--- config.mk ---
export PLATFORM = sky130hd
export DESIGN_NAME = fpdiv_iterative
export DESIGN_NICKNAME = d
export VERILOG_FILES = /design/src/rtl/fp32_pkg.sv /design/src/rtl/fpdiv_restoring_step.sv /design/src/rtl/fpdiv_iterative.sv
export SDC_FILE = /design/constraint.sdc
export NUM_CORES = 1
export LEC_CHECK = 0
export ABC_AREA = 1
export ABC_CLOCK_PERIOD_IN_PS = 2770
export CAP_MARGIN = 20
export CORE_ASPECT_RATIO = 1.75
export CORE_UTILIZATION = 55
export CTS_CLUSTER_DIAMETER = 40
export DETAILED_ROUTE_END_ITERATION = 7
export PLACE_DENSITY_LB_ADDON = 0.12
export SETUP_SLACK_MARGIN = 0.02
export SKIP_LAST_GASP = 1
export SLEW_MARGIN = 10
export SYNTH_ARGS = -nofsm -noshare
export SYNTH_HDL_FRONTEND = slang
export SYNTH_HIERARCHICAL = 1
export SYNTH_SLANG_ARGS = --single-unit
--- constraint.sdc ---
create_clock -name clk -period 2.77 [get_ports clk]
set_input_delay 0.554 -clock clk [delete_from_list [all_inputs] [get_ports clk]]
set_output_delay 0.554 -clock clk [all_outputs]
set_load 0.005 [all_outputs]
--- src/rtl/fp32_pkg.sv ---
// fp32_pkg: shared FP32 constants, field unpacking and divider FSM states.
//   EXP_BIAS, EXP_W, MAN_W, FP32_PINF : format constants
//   fp_fields_t / fp_unpack           : sign, exponent, mantissa with hidden bit, zero flag
//   state_t                           : IDLE / DIV / NORM sequencing of fpdiv_iterative
package fp32_pkg;
    localparam int EXP_BIAS = 127;
    localparam int EXP_W = 8;
    localparam int MAN_W = 23;
    localparam logic [31:0] FP32_PINF = 32'h7F80_0000;

    typedef enum logic [1:0] {IDLE, DIV, NORM} state_t;

    typedef struct packed {
        logic             sign;
        logic [EXP_W-1:0] exp;
        logic [MAN_W:0]   man;
        logic             zero;
    } fp_fields_t;

    // Operands are normal or exact zero, so the hidden bit is always forced to 1;
    // the zero flag alone decides whether the mantissa is meaningful.
    function automatic fp_fields_t fp_unpack(input logic [31:0] x);
        fp_unpack.sign = x[31];
        fp_unpack.exp  = x[30:23];
        fp_unpack.man  = {1'b1, x[22:0]};
        fp_unpack.zero = (x[30:0] == 31'h0);
    endfunction
endpackage

--- src/rtl/fpdiv_restoring_step.sv ---
// fpdiv_restoring_step: one combinational restoring-division iteration.
//   r      : partial remainder (25 b)
//   mb     : divisor mantissa with hidden bit (24 b)
//   r_next : remainder for the next iteration, already shifted left
//   q_bit  : quotient bit produced by this iteration
module fpdiv_restoring_step
    import fp32_pkg::*;
(
    input  logic [MAN_W+1:0] r,
    input  logic [MAN_W:0]   mb,
    output logic [MAN_W+1:0] r_next,
    output logic             q_bit
);
    logic [MAN_W+1:0] diff;

    // r stays below 2*mb, so the shifted remainder always fits in 25 bits.
    assign q_bit  = (r >= {1'b0, mb});
    assign diff   = r - {1'b0, mb};
    assign r_next = (q_bit ? diff : r) << 1;
endmodule

--- src/rtl/fpdiv_iterative.sv ---
// fpdiv_iterative: multi-cycle FP32 divider, out = reg_A / reg_B, truncating.
//   clk, reset(async active-low)
//   start, reg_A, reg_B : request and operands, taken only while idle
//   busy                : operation in flight
//   done                : one-cycle pulse when out / div_by_zero update
//   out, div_by_zero    : quotient and divide-by-zero flag, held until next done
module fpdiv_iterative
    import fp32_pkg::*;
(
    input  logic        clk,
    input  logic        reset,
    input  logic        start,
    input  logic [31:0] reg_A,
    input  logic [31:0] reg_B,
    output logic        busy,
    output logic        done,
    output logic [31:0] out,
    output logic        div_by_zero
);
    state_t           state, state_n;
    fp_fields_t       fa, fb;
    logic             sign, za, zb;
    logic [EXP_W-1:0] ea, eb, exp_big, exp_small;
    logic [MAN_W:0]   mb;
    logic [MAN_W+1:0] r, r_next, q;
    logic [4:0]       cnt;
    logic             q_bit;

    assign fa = fp_unpack(reg_A);
    assign fb = fp_unpack(reg_B);
    assign busy = (state != IDLE);

    // 10-bit intermediates; only the low byte survives since range errors are excluded.
    assign exp_big   = EXP_W'(10'(ea) - 10'(eb) + 10'(EXP_BIAS));
    assign exp_small = EXP_W'(10'(ea) - 10'(eb) + 10'(EXP_BIAS - 1));

    fpdiv_restoring_step u_step (
        .r      (r),
        .mb     (mb),
        .r_next (r_next),
        .q_bit  (q_bit)
    );

    always_ff @(posedge clk or negedge reset) begin
        if (!reset) state <= IDLE;
        else        state <= state_n;
    end

    always_comb begin
        state_n = state;
        state_n = (state == IDLE) ? (start ? DIV : IDLE) :
                  (state == DIV)  ? ((cnt == 5'd24) ? NORM : DIV) : IDLE;
    end

    always_ff @(posedge clk or negedge reset) begin
        if (!reset) begin
            sign        <= 1'b0;
            za          <= 1'b0;
            zb          <= 1'b0;
            ea          <= '0;
            eb          <= '0;
            mb          <= '0;
            r           <= '0;
            q           <= '0;
            cnt         <= '0;
            done        <= 1'b0;
            out         <= '0;
            div_by_zero <= 1'b0;
        end else begin
            done <= 1'b0;
            if (state == IDLE && start) begin
                sign <= fa.sign ^ fb.sign;
                za   <= fa.zero;
                zb   <= fb.zero;
                ea   <= fa.exp;
                eb   <= fb.exp;
                mb   <= fb.man;
                r    <= {1'b0, fa.man};
                q    <= '0;
                cnt  <= '0;
            end
            if (state == DIV) begin
                r   <= r_next;
                q   <= {q[MAN_W:0], q_bit};
                cnt <= cnt + 5'd1;
            end
            if (state == NORM) begin
                done        <= 1'b1;
                div_by_zero <= zb;
                // q[24] set means ma >= mb: quotient in [1,2), otherwise in (0.5,1).
                out <= zb     ? {sign, FP32_PINF[30:0]} :
                       za     ? 32'h0 :
                       q[24]  ? {sign, exp_big, q[MAN_W:1]} :
                                {sign, exp_small, q[MAN_W-1:0]};
            end
        end
    end
endmodule

==> results.yml <==
run_status:
  outcome: "complete, no violations"
cells_and_area:
  final_nets: 1425
  postLayoutCoreUtil_pct: 67.6
  nFillCells: 1415
  final_cell_mix: "sky130_fd_sc_hd__nand2_1, sky130_fd_sc_hd__inv_1, sky130_fd_sc_hd__dfrtp_1"
  layout-drive-gt1-share_pct: 6.75
  most_frequent_standard_cell_in_the_layout_excluding_fill_and_tap_cells: "sky130_fd_sc_hd__nand2_1"
  instances_no_fill: 1519
  finish.instance_area_um2: 10400
  area.growth.synth_to_final_pct: 20.4
  antennaDiodeCount: 0
worst_setup_path:
  critical-path-top-delay-family: "simple AND/OR/NAND/NOR gates"
  worst-path-max-fanout: 19
  crit-reg2reg-capture: "r[12]"
  timing.critical_path.from_type: "register"
  timing.critical_path.mode_cell: "sky130_fd_sc_hd__nand2_1"
  worst-endpoint-required_ns: 3.11
  end_kind: "register"
  worst_ep_arrival_time_ns: 2.83
  rr_startpoint: "r[8]"
  worst-path-buf-inv: 3
  critical_path.max_stage_delay_ns: 0.41
  crit_chain: "ha_1, nand2_1, inv_1, nand2_1, nand2_1, inv_1, nand3_1, nand3_4, buf_4, nand4_1, nand2_1, nand2_1, o211ai_1"
  reg2reg_setup_slack_ns: 0.27
  critical-path-slowest-cell: "sky130_fd_sc_hd__dfrtp_1"
  r2r.worst_path.cells: 13
  worstSetupPathType: "reg -> reg"
clock_network:
  worst_skew_pair.late_latency_ns: 0.42
  cts-hold-fix-buffers: 0
  ctsRootBufferMaster: "sky130_fd_sc_hd__clkbuf_16"
  numCtsBuffers: 17
  clkTransAtPathRegs_ns: 0.07
  post_cts.repair.setup_buffers: 0
  post_cts_gate_resize_count: 0
  cts_buffer_depth: 2
  cts_htree_levels: 4
  clock_tree_from_tritoncts: "built"
  cts_num_sinks: 134
timing:
  finalCritPeriodShare_pct: 90.1
  timing.final.max_slew_violations: 0
  transition_time_of_the_tightest_slew_check_pin_ns: 0.628
  setup_viol_count_final: 0
  report.final.hold_viol_count: 0
  finalClockSkew_ns: 0.0133
  grt_setup_unrepaired: "no"
  min_tclk_post_route_ns: 2.50
  relSlewSlack_pct: 58.0
  fmax_mhz: 400
  fin_setup_tns_ns: 0
floorplanning:
  floorplan.rows: 60
  die_area_um2: 16200
  die_y_um: 167
  starting_density_pct: 56.2
  die-width_um: 96.5
  io_pins: 102
  placeableCoreArea_um2: 15300
yosys:
  syn-cell-area_um2: 8600
  synth-edff-count: 0
  synth-seq-area-share_pct: 39.0
  synth_seq_cells: 134
  yosysTopAreaCell: "sky130_fd_sc_hd__dfrtp_1"
  postSynth.asyncResetShare_pct: 100
  syn_area_cell_um2: 7.03
  synth_top_cells_by_area: "sky130_fd_sc_hd__dfrtp_1, sky130_fd_sc_hd__nand2_1, sky130_fd_sc_hd__inv_1"
  synth_warnings: 6
  synth_fp_nets: 1329
  post-synth-top-area-fraction_pct: 39.0
  netlist_instances: 1224
  synth_top_flop_cell: "sky130_fd_sc_hd__dfrtp_1"
  count_of_distinct_cell_types_in_the_synthesized_netlist: 43
global_routing:
  grtUsageTotal_pct: 30.8
  grt_antenna_before_repair: 0
  grt_max_degree: 60
  first_pass_grt_wire_length_mm: 37.6
  global_route_total_overflow: 0
  grt_util_met1_pct: 32.7
  gr-usage-met3_pct: 3.63
  via_count_of_the_first_global_routing_pass: 7918
  use_met2_pct: 57.6
  gr-max-usage-layer: "met2"
drt:
  routed_vias: 8083
  via_count_normalized_by_instance_count: 5.32
  detail_route.wl_per_cell_um: 15.7
  drc: 0
  dr.first_iter.drc_count: 408
  antenna_left: 0
  routed_wl_mm: 23.8
  drt_pass1_iterations: 7
placement:
  placedCellCount: 1487
  standard_cell_area_after_detailed_placement_um2: 9770
  globalplace.congestion: 0.986
  placement.io_buffers: 101
  detailed_place_hpwl_mm: 17.9
pwr:
  clock_power_share_pct: 15.5
  power_switching_share_pct: 50.1
  peak_supply_drop_uv: 780
  power_per_cell_area_nw_per_um2: 1380
  p_int_uw: 7140
  power.combinational.fraction_pct: 62.2
  power.net_switching_uw: 7170
  power_frac_seq_pct: 22.3
  static_leakage_uw: 0.00540
run:
  drv.max_cap_violation_count: 0
min_path:
  holdCritPathClass: "in -> async"
## cells in the mapped netlist (2+ instances only)
cell type,number
sky130_fd_sc_hd__buf_6,4
sky130_fd_sc_hd__nor2_2,5
sky130_fd_sc_hd__buf_4,4
sky130_fd_sc_hd__nand3_1,59
sky130_fd_sc_hd__o21ai_0,74
sky130_fd_sc_hd__nand3b_1,2
sky130_fd_sc_hd__o22ai_1,26
sky130_fd_sc_hd__ha_1,36
sky130_fd_sc_hd__inv_1,205
sky130_fd_sc_hd__o211ai_1,12
sky130_fd_sc_hd__nor4_1,6
sky130_fd_sc_hd__xor2_1,10
sky130_fd_sc_hd__inv_2,9
sky130_fd_sc_hd__xnor2_1,5
sky130_fd_sc_hd__dfrtp_1,134
sky130_fd_sc_hd__o21ai_1,4
sky130_fd_sc_hd__nand3_2,3
sky130_fd_sc_hd__nand3_4,3
sky130_fd_sc_hd__nor2_4,4
sky130_fd_sc_hd__nand2_1,460
sky130_fd_sc_hd__clkbuf_1,10
sky130_fd_sc_hd__nor3_1,6
sky130_fd_sc_hd__nor2_1,38
sky130_fd_sc_hd__nand2_2,7
sky130_fd_sc_hd__nand4_1,43
sky130_fd_sc_hd__fa_1,2
sky130_fd_sc_hd__a21oi_1,14
sky130_fd_sc_hd__nor3_2,2
sky130_fd_sc_hd__buf_2,23
## stage by stage
stage	power (µW)	hold slack [ns]	worst slack [ns]
2_1_floorplan	9840	0.258	0.584
3_3_place_gp	11800	0.454	0.363
3_5_place_dp	12000	0.454	0.330
4_1_cts	14300	0.111	0.309
5_1_grt	15600	0.137	0.140
6_report	14300	0.0907	0.273
## how the worst max path moves through the flow
stage / startpoint / endpoint / slack, ns / cells after the start
after global placement: r[8] / r[16] / 0.36 / 13
after global routing: r[8] / r[12] / 0.14 / 13
final: r[8] / r[12] / 0.27 / 13
after floorplan: eb[0] / out[28] / 0.58 / 13
after detailed placement: r[8] / r[12] / 0.33 / 13
after CTS: r[8] / r[12] / 0.31 / 13
## registers in the layout, summed over array words and instances, names as in the netlist
signal and cells:
mb 24, done 1, ea 8, q 25, zb 1, div_by_zero 1, sign 1, state 2
r 25, out 32, eb 8, cnt 5, za 1
## metal layers
| layer | part of all wire, % | wire length [µm] |
|---|---|---|
| met5 | 0 | 0 |
| met4 | 4.4 | 1050 |
| met3 | 3.6 | 851 |
| met2 | 55 | 13100 |
| met1 | 37 | 8830 |
## layout make-up
class / count / area, µm² / area share, %
repair buffers: 118 / 1160 / 11.3
multi-input cells: 835 / 4220 / 40.7
clock inverters: 15 / 156 / 1.51
well taps: 186 / 233 / 2.25
clock buffers: 17 / 425 / 4.11
flip-flops and latches: 134 / 3350 / 32.4
inverters: 214 / 803 / 7.76
## logic make-up (layout without fill, tap and decap cells)
logic type	Yosys count	after routing	share of synthesized area, %
flops	134	134	39.0
other cells	1	1	0.0436
buf+inv	255	364	12.0
fa+ha+maj	38	38	5.70
simple gates	644	644	32.7
xor+xnor	15	15	1.53
compound gates	137	137	9.08
## power by group through the flow
stage                     combinational (µW)  sequential (µW)  clock, µW
final                                   8900             3190       2220
after global routing                   10000             3280       2330
after CTS                               8860             3180       2250
after detailed placement                8780             3200          0
after global placement                  8640             3190          0
after floorplan                         6760             3080          0
Power figures use the tool's default switching activity.
